## config.mk

```make
export PLATFORM = sky130hd
export DESIGN_NAME = uncache_axi_bridge_flat
export DESIGN_NICKNAME = d
export VERILOG_FILES = /design/src/rtl/uncache_axi_bridge_if.sv /design/src/rtl/uncache_axi_bridge.sv /design/src/flat_wrapper.sv
export SDC_FILE = /design/constraint.sdc
export NUM_CORES = 1
export LEC_CHECK = 0
export CAP_MARGIN = 20
export CORE_AREA = 2 2 119 121
export CTS_CLUSTER_SIZE = 30
export DETAILED_ROUTE_END_ITERATION = 6
export DIE_AREA = 0 0 121 123
export GPL_TIMING_DRIVEN = 1
export PLACE_DENSITY = 0.78
export SLEW_MARGIN = 20
export SYNTH_ARGS = -nofsm -noshare
export SYNTH_HDL_FRONTEND = slang
export SYNTH_SLANG_ARGS = --single-unit
```

## constraint.sdc

```tcl
create_clock -name clk -period 2.9 [get_ports clk]
set_clock_uncertainty 0.05 [all_clocks]
set_input_delay 0.87 -clock clk [delete_from_list [all_inputs] [get_ports clk]]
set_output_delay 0.87 -clock clk [all_outputs]
set_load 0.05 [all_outputs]
```

## src/rtl/uncache_axi_bridge_if.sv

```systemverilog
// rtl/uncache_axi_bridge_if.sv - AXI3 master-side bus bundle for the uncache bridge
interface uncache_axi_bridge_if;
  // read address channel
  logic [3:0]  arid;
  logic [31:0] araddr;
  logic [3:0]  arlen;
  logic [2:0]  arsize;
  logic [1:0]  arburst;
  logic [1:0]  arlock;
  logic [3:0]  arcache;
  logic [2:0]  arprot;
  logic        arvalid;
  logic        arready;
  // read data channel
  logic [3:0]  rid;
  logic [31:0] rdata_axi;
  logic [1:0]  rresp;
  logic        rlast;
  logic        rvalid;
  logic        rready;
  // write address channel
  logic [3:0]  awid;
  logic [31:0] awaddr;
  logic [3:0]  awlen;
  logic [2:0]  awsize;
  logic [1:0]  awburst;
  logic [1:0]  awlock;
  logic [3:0]  awcache;
  logic [2:0]  awprot;
  logic        awvalid;
  logic        awready;
  // write data channel
  logic [3:0]  wid;
  logic [31:0] wdata;
  logic [3:0]  wstrb;
  logic        wlast;
  logic        wvalid;
  logic        wready;
  // write response channel
  logic [3:0]  bid;
  logic [1:0]  bresp;
  logic        bvalid;
  logic        bready;

  modport master (
    output arid, araddr, arlen, arsize, arburst, arlock, arcache, arprot, arvalid,
    input  arready,
    input  rid, rdata_axi, rresp, rlast, rvalid,
    output rready,
    output awid, awaddr, awlen, awsize, awburst, awlock, awcache, awprot, awvalid,
    input  awready,
    output wid, wdata, wstrb, wlast, wvalid,
    input  wready,
    input  bid, bresp, bvalid,
    output bready
  );

  modport slave (
    input  arid, araddr, arlen, arsize, arburst, arlock, arcache, arprot, arvalid,
    output arready,
    output rid, rdata_axi, rresp, rlast, rvalid,
    input  rready,
    input  awid, awaddr, awlen, awsize, awburst, awlock, awcache, awprot, awvalid,
    output awready,
    input  wid, wdata, wstrb, wlast, wvalid,
    output wready,
    output bid, bresp, bvalid,
    input  bready
  );
endinterface

```

## src/rtl/uncache_axi_bridge.sv

```systemverilog
// rtl/uncache_axi_bridge.sv - single-outstanding AXI3 master for uncached word/sub-word accesses
module uncache_axi_bridge #(
  parameter logic [3:0] AXI_ID = 4'b0001
) (
  input  logic                 clk,
  input  logic                 rst,
  input  logic                 req_en,
  input  logic                 req_wen,
  input  logic [3:0]           req_sel,
  input  logic [31:0]          req_addr,
  input  logic [31:0]          req_wdata,
  output logic                 refresh,
  output logic [31:0]          rdata,
  output logic                 resp_err,
  uncache_axi_bridge_if.master axi
);

  typedef enum logic [2:0] {
    S_IDLE,
    S_RADDR,
    S_RDATA,
    S_WREQ,
    S_WRESP,
    S_DONE,
    S_GAP
  } state_t;

  state_t      state_q, state_d;
  logic [31:0] addr_q, addr_d;
  logic [3:0]  sel_q, sel_d;
  logic [31:0] wdata_q, wdata_d;
  logic [2:0]  size_q, size_d;
  logic        aw_done_q, aw_done_d;
  logic        w_done_q, w_done_d;
  logic [1:0]  resp_q, resp_d;
  logic [31:0] rdata_q, rdata_d;

  // IDs are fixed and there is only ever one transaction in flight, so the
  // returned rid/bid carry no information for us.
  logic unused_ids;
  assign unused_ids = ^{axi.rid, axi.bid};

  // Byte-lane pattern to AXI size; irregular patterns fall back to a full word.
  function automatic logic [2:0] size_of(input logic [3:0] sel);
    logic [2:0] sz;
    case (sel)
      4'b0001, 4'b0010, 4'b0100, 4'b1000: sz = 3'd0;
      4'b0011, 4'b1100:                   sz = 3'd1;
      default:                            sz = 3'd2;
    endcase
    return sz;
  endfunction

  // State and request/response registers; reset abandons any transaction.
  always_ff @(posedge clk) begin
    if (rst) begin
      state_q   <= S_IDLE;
      addr_q    <= '0;
      sel_q     <= '0;
      wdata_q   <= '0;
      size_q    <= '0;
      aw_done_q <= 1'b0;
      w_done_q  <= 1'b0;
      resp_q    <= '0;
      rdata_q   <= '0;
    end else begin
      state_q   <= state_d;
      addr_q    <= addr_d;
      sel_q     <= sel_d;
      wdata_q   <= wdata_d;
      size_q    <= size_d;
      aw_done_q <= aw_done_d;
      w_done_q  <= w_done_d;
      resp_q    <= resp_d;
      rdata_q   <= rdata_d;
    end
  end

  // Next-state and capture logic for one request at a time.
  always_comb begin
    state_d   = state_q;
    addr_d    = addr_q;
    sel_d     = sel_q;
    wdata_d   = wdata_q;
    size_d    = size_q;
    aw_done_d = aw_done_q;
    w_done_d  = w_done_q;
    resp_d    = resp_q;
    rdata_d   = rdata_q;
    case (state_q)
      S_IDLE: begin
        if (req_en) begin
          addr_d    = req_addr;
          sel_d     = req_sel;
          wdata_d   = req_wdata;
          size_d    = size_of(req_sel);
          aw_done_d = 1'b0;
          w_done_d  = 1'b0;
          state_d   = req_wen ? S_WREQ : S_RADDR;
        end
      end
      S_RADDR: begin
        if (axi.arready) state_d = S_RDATA;
      end
      S_RDATA: begin
        if (axi.rvalid && axi.rlast) begin
          rdata_d = axi.rdata_axi;
          resp_d  = axi.rresp;
          state_d = S_DONE;
        end
      end
      S_WREQ: begin
        // Each channel retires on its own handshake; ready seen after the
        // channel already retired is harmless because the flag is sticky.
        aw_done_d = aw_done_q | axi.awready;
        w_done_d  = w_done_q | axi.wready;
        if (aw_done_d && w_done_d) state_d = S_WRESP;
      end
      S_WRESP: begin
        if (axi.bvalid) begin
          resp_d  = axi.bresp;
          state_d = S_DONE;
        end
      end
      S_DONE:  state_d = S_GAP;
      S_GAP:   state_d = S_IDLE;
      default: state_d = S_IDLE;
    endcase
  end

  assign refresh  = (state_q == S_DONE);
  assign resp_err = (state_q == S_DONE) && (resp_q != 2'b00);
  assign rdata    = rdata_q;

  assign axi.arid    = AXI_ID;
  assign axi.araddr  = addr_q;
  assign axi.arlen   = 4'd0;
  assign axi.arsize  = size_q;
  assign axi.arburst = 2'b01;
  assign axi.arlock  = 2'b00;
  assign axi.arcache = 4'b0000;
  assign axi.arprot  = 3'b000;
  assign axi.arvalid = (state_q == S_RADDR);
  assign axi.rready  = (state_q == S_RDATA);

  assign axi.awid    = AXI_ID;
  assign axi.awaddr  = addr_q;
  assign axi.awlen   = 4'd0;
  assign axi.awsize  = size_q;
  assign axi.awburst = 2'b01;
  assign axi.awlock  = 2'b00;
  assign axi.awcache = 4'b0000;
  assign axi.awprot  = 3'b000;
  assign axi.awvalid = (state_q == S_WREQ) && !aw_done_q;

  assign axi.wid     = AXI_ID;
  assign axi.wdata   = wdata_q;
  assign axi.wstrb   = sel_q;
  assign axi.wvalid  = (state_q == S_WREQ) && !w_done_q;
  assign axi.wlast   = axi.wvalid;
  assign axi.bready  = (state_q == S_WRESP);

endmodule

```

## src/flat_wrapper.sv

```systemverilog
// flat-port wrapper written by rule: the top's interface ports become plain ports
module uncache_axi_bridge_flat 
#(
  parameter logic [3:0] AXI_ID = 4'b0001
)
  (clk, rst, req_en, req_wen, req_sel, req_addr, req_wdata, refresh, rdata, resp_err, axi_arid, axi_araddr, axi_arlen, axi_arsize, axi_arburst, axi_arlock, axi_arcache, axi_arprot, axi_arvalid, axi_arready, axi_rid, axi_rdata_axi, axi_rresp, axi_rlast, axi_rvalid, axi_rready, axi_awid, axi_awaddr, axi_awlen, axi_awsize, axi_awburst, axi_awlock, axi_awcache, axi_awprot, axi_awvalid, axi_awready, axi_wid, axi_wdata, axi_wstrb, axi_wlast, axi_wvalid, axi_wready, axi_bid, axi_bresp, axi_bvalid, axi_bready);
  uncache_axi_bridge_if axi_i ();
  input  logic clk;
  input  logic rst;
  input  logic req_en;
  input  logic req_wen;
  input  logic [3:0] req_sel;
  input  logic [31:0] req_addr;
  input  logic [31:0] req_wdata;
  output logic refresh;
  output logic [31:0] rdata;
  output logic resp_err;
  output wire logic [$bits(axi_i.arid)-1:0] axi_arid;
  output wire logic [$bits(axi_i.araddr)-1:0] axi_araddr;
  output wire logic [$bits(axi_i.arlen)-1:0] axi_arlen;
  output wire logic [$bits(axi_i.arsize)-1:0] axi_arsize;
  output wire logic [$bits(axi_i.arburst)-1:0] axi_arburst;
  output wire logic [$bits(axi_i.arlock)-1:0] axi_arlock;
  output wire logic [$bits(axi_i.arcache)-1:0] axi_arcache;
  output wire logic [$bits(axi_i.arprot)-1:0] axi_arprot;
  output wire logic [$bits(axi_i.arvalid)-1:0] axi_arvalid;
  input wire logic [$bits(axi_i.arready)-1:0] axi_arready;
  input wire logic [$bits(axi_i.rid)-1:0] axi_rid;
  input wire logic [$bits(axi_i.rdata_axi)-1:0] axi_rdata_axi;
  input wire logic [$bits(axi_i.rresp)-1:0] axi_rresp;
  input wire logic [$bits(axi_i.rlast)-1:0] axi_rlast;
  input wire logic [$bits(axi_i.rvalid)-1:0] axi_rvalid;
  output wire logic [$bits(axi_i.rready)-1:0] axi_rready;
  output wire logic [$bits(axi_i.awid)-1:0] axi_awid;
  output wire logic [$bits(axi_i.awaddr)-1:0] axi_awaddr;
  output wire logic [$bits(axi_i.awlen)-1:0] axi_awlen;
  output wire logic [$bits(axi_i.awsize)-1:0] axi_awsize;
  output wire logic [$bits(axi_i.awburst)-1:0] axi_awburst;
  output wire logic [$bits(axi_i.awlock)-1:0] axi_awlock;
  output wire logic [$bits(axi_i.awcache)-1:0] axi_awcache;
  output wire logic [$bits(axi_i.awprot)-1:0] axi_awprot;
  output wire logic [$bits(axi_i.awvalid)-1:0] axi_awvalid;
  input wire logic [$bits(axi_i.awready)-1:0] axi_awready;
  output wire logic [$bits(axi_i.wid)-1:0] axi_wid;
  output wire logic [$bits(axi_i.wdata)-1:0] axi_wdata;
  output wire logic [$bits(axi_i.wstrb)-1:0] axi_wstrb;
  output wire logic [$bits(axi_i.wlast)-1:0] axi_wlast;
  output wire logic [$bits(axi_i.wvalid)-1:0] axi_wvalid;
  input wire logic [$bits(axi_i.wready)-1:0] axi_wready;
  input wire logic [$bits(axi_i.bid)-1:0] axi_bid;
  input wire logic [$bits(axi_i.bresp)-1:0] axi_bresp;
  input wire logic [$bits(axi_i.bvalid)-1:0] axi_bvalid;
  output wire logic [$bits(axi_i.bready)-1:0] axi_bready;
  assign axi_arid = axi_i.arid;
  assign axi_araddr = axi_i.araddr;
  assign axi_arlen = axi_i.arlen;
  assign axi_arsize = axi_i.arsize;
  assign axi_arburst = axi_i.arburst;
  assign axi_arlock = axi_i.arlock;
  assign axi_arcache = axi_i.arcache;
  assign axi_arprot = axi_i.arprot;
  assign axi_arvalid = axi_i.arvalid;
  assign axi_i.arready = axi_arready;
  assign axi_i.rid = axi_rid;
  assign axi_i.rdata_axi = axi_rdata_axi;
  assign axi_i.rresp = axi_rresp;
  assign axi_i.rlast = axi_rlast;
  assign axi_i.rvalid = axi_rvalid;
  assign axi_rready = axi_i.rready;
  assign axi_awid = axi_i.awid;
  assign axi_awaddr = axi_i.awaddr;
  assign axi_awlen = axi_i.awlen;
  assign axi_awsize = axi_i.awsize;
  assign axi_awburst = axi_i.awburst;
  assign axi_awlock = axi_i.awlock;
  assign axi_awcache = axi_i.awcache;
  assign axi_awprot = axi_i.awprot;
  assign axi_awvalid = axi_i.awvalid;
  assign axi_i.awready = axi_awready;
  assign axi_wid = axi_i.wid;
  assign axi_wdata = axi_i.wdata;
  assign axi_wstrb = axi_i.wstrb;
  assign axi_wlast = axi_i.wlast;
  assign axi_wvalid = axi_i.wvalid;
  assign axi_i.wready = axi_wready;
  assign axi_i.bid = axi_bid;
  assign axi_i.bresp = axi_bresp;
  assign axi_i.bvalid = axi_bvalid;
  assign axi_bready = axi_i.bready;
  uncache_axi_bridge #(.AXI_ID(AXI_ID)) u_core (.clk(clk), .rst(rst), .req_en(req_en), .req_wen(req_wen), .req_sel(req_sel), .req_addr(req_addr), .req_wdata(req_wdata), .refresh(refresh), .rdata(rdata), .resp_err(resp_err), .axi(axi_i));
endmodule
```

==> qor.yml <==
io_pins: 310
viasPerCell: 4.40
synth_area_leaders: "dfxtp_1 (47%), nand2_1 (16%), buf_4 (13%)"
drive_gt1_share_pct: 5.53
hp-class: "flop to flop"
rr_endpoint: "u_core.rdata[15]$_SDFFE_PP0P_"
slew_viol_final: 0
dp_worst_setup_slack_ps: 140
dr.pass1.iters: 4
post_cts_resize_count: 0
ys.flop_type: "dfxtp_1"
slowest_delay_ps: 700
leakagePower_uw: 0.00267
drc: 0
fmax_ghz: 0.372
hold_viol_final: 0
final_common_cell: "clkdlybuf4s50_1"
end_kind: "primary output"
clock_latency_ps: 350
holdPathEnd: "u_core.rdata[19]$_SDFFE_PP0P_"
ant_nets: 0
reg2reg_setup_slack_ps: 880
clk_pin_slew_ps: 70
syn_inst: 584
fin_crit_sh_pct: 92.6
tns_ps: 0
cts_setup_buffers: 0
crit_chain: "nand3_1, nor2_1, buf_12"
antenna_cells: 0
drv_cap: 0
grt_max_degree: 65
antenna_found_initial: 0
fin_ws_ps: 214
crit_required_ps: 1980
cp_max_fo: 17
async_flop_share_pct: 0
synth.distinct_cells: 38
area_growth_pct: 55.5
yosys.area.top_type_share_pct: 46.8
critical_path_class: "flop to primary output"
peakVddDrop_v: 0.000393
core_um2: 13600
dieArea_um2: 14900
io_buffers: 257
place_hpwl_mm: 9.54
drt_iter0_markers: 165
status: "complete, no violations"
numCtsBuffers: 9
cts.sinks: 109
max-clock-path-buffers: 2
grt.overflow.total: 0
worst_path_max_delay_cell: "dfxtp_1"
htree_levels: 3
grtUsageTotal_pct: 16.5
cts_tree: "done"
routabilityCongestion: 0.724
arrival_ps: 1770
hp-start: "u_core.rdata[19]$_SDFFE_PP0P_"
fp.dieH_um: 123
yosys_warnings: 0
ys_seq_elements: 109
fin_crit_ps: 2690
cts.hold.buffers_added: 0
pwr_density_cell_nw_per_um2: 883
synth-edff-count: 0
worstRegToRegCells: 5
die_w_um: 121
whs_path_depth: 2
start_util_pct: 34.2
rsz0062_at_grt: "no"
syn_avg_cell_area_um2: 7.98
worst_setup_path_start_kind: "flop"
maxSlewHeadroom_pct: 60.5
setup_viol: 0
cts-root-buf: "clkbuf_16"
vias: 4292
yosysSeqAreaShare_pct: 46.8
nets: 913
routedWlPerCell_um: 13.2
rows: 43
r2r_start: "u_core.state_q[1]$_SDFFE_PP0P_"
syn_area_um2: 4660
wirelength_mm: 12.8
first_global_vias: 3926
synth_top_cell_by_area: "dfxtp_1"
mostFrequentLayoutCells: "clkdlybuf4s50_1 (248), nand2_1 (203), dfxtp_1 (109)"
grt_pass1_wl_mm: 19.4
tightest_slew_ps: 592
kinds of logic after synthesis:
logic type / count (synthesis) / synth area share, %
AOI/OAI and AO/OA: 118 / 13.5
xor gates and xnor gates: 1 / 0.188
adders and majority gates: 1 / 0.268
buffers and inverters: 118 / 17.9
DFF: 109 / 46.8
muxes: 4 / 0.886
other: 2 / 0.161
and+or+nand+nor: 231 / 20.3
worst max-delay path: cells and delay by family, from the launching register on:
kind                   cells  cell delay (ps)
flip-flops                 1              700
AND/OR/NAND/NOR            2              530
buffers and inverters      1              190
worst max-delay path by stage:
stage	startpoint	to	slack, ps	depth (start not counted)
after detailed placement	req_en	u_core.aw_done_q$_SDFFE_PP0P_	140	5
after floorplan	u_core.state_q[2]$_SDFFE_PP0P_	resp_err	170	4
final	u_core.state_q[1]$_SDFFE_PP0P_	axi_wvalid	210	3
after CTS	u_core.state_q[1]$_SDFFE_PP0P_	axi_wvalid	180	3
after global placement	req_en	u_core.w_done_q$_SDFFE_PP0P_	150	5
after global routing	u_core.state_q[1]$_SDFFE_PP0P_	axi_wvalid	70	3
state kept, by name, summed over array words and instances (netlist names):
name	flops
u_core.state_q	3
u_core.aw_done_q	1
u_core.axi.araddr	32
u_core.resp_q	2
u_core.rdata	32
u_core.axi.wstrb	4
u_core.w_done_q	1
u_core.axi.arsize	2
u_core.axi.wdata	32
metal layers:
layer  part of all wire (%)  up-vias  GRT usage [%]
met3                    9.2        9           6.32
met4                    1.1        0           5.01
met1                     38     1941           18.0
met5                      0        -              0
met2                     52      172           29.7
li1                       -     2170              -
cells in the mapped netlist (2+ instances only):
cell type and instances:
nand3_1 2, a22oi_1 2, a211oi_1 3, clkbuf_1 21, nor2_1 11, a31oi_1 2, inv_1 2, conb_1 2
buf_6 11, a21oi_1 104, mux2i_1 3, dfxtp_1 109, buf_2 3, nor3_2 2, nor3_1 2, nand2_1 203
buf_4 81
stage by stage:
step | util (%) | area [µm²] | total power (µW) | cells | hold slack (ps)
2_1_floorplan | - | 4820 | 4400 | 626 | 428
3_3_place_gp | 51.2 | 6980 | 5270 | 959 | 390
3_5_place_dp | 51.2 | 6980 | 5300 | 959 | 396
4_1_cts | 53.2 | 7250 | 6480 | 975 | 406
5_1_grt | 53.2 | 7250 | 6740 | 975 | 422
6_report | 53.2 | 7250 | 6400 | 975 | 404
report_power, final:
part,leakage [µW],total [µW],switching [µW],internal (µW)
clock,0.000134,1160,570,590
combinational,0.00164,3300,2210,1090
sequential,0.000889,1940,175,1770
final cells by class:
| type | count | area [µm²] |
|---|---|---|
| sequential | 109 | 2180 |
| multi-input combinational | 399 | 1810 |
| clock inverter | 6 | 43.8 |
| timing repair buffer | 269 | 2750 |
| tap | 180 | 225 |
| clock buffer | 10 | 229 |
| fill | 1300 | 6360 |
| inverter | 2 | 7.51 |
No activity file was read; power rests on OpenSTA's default activity.
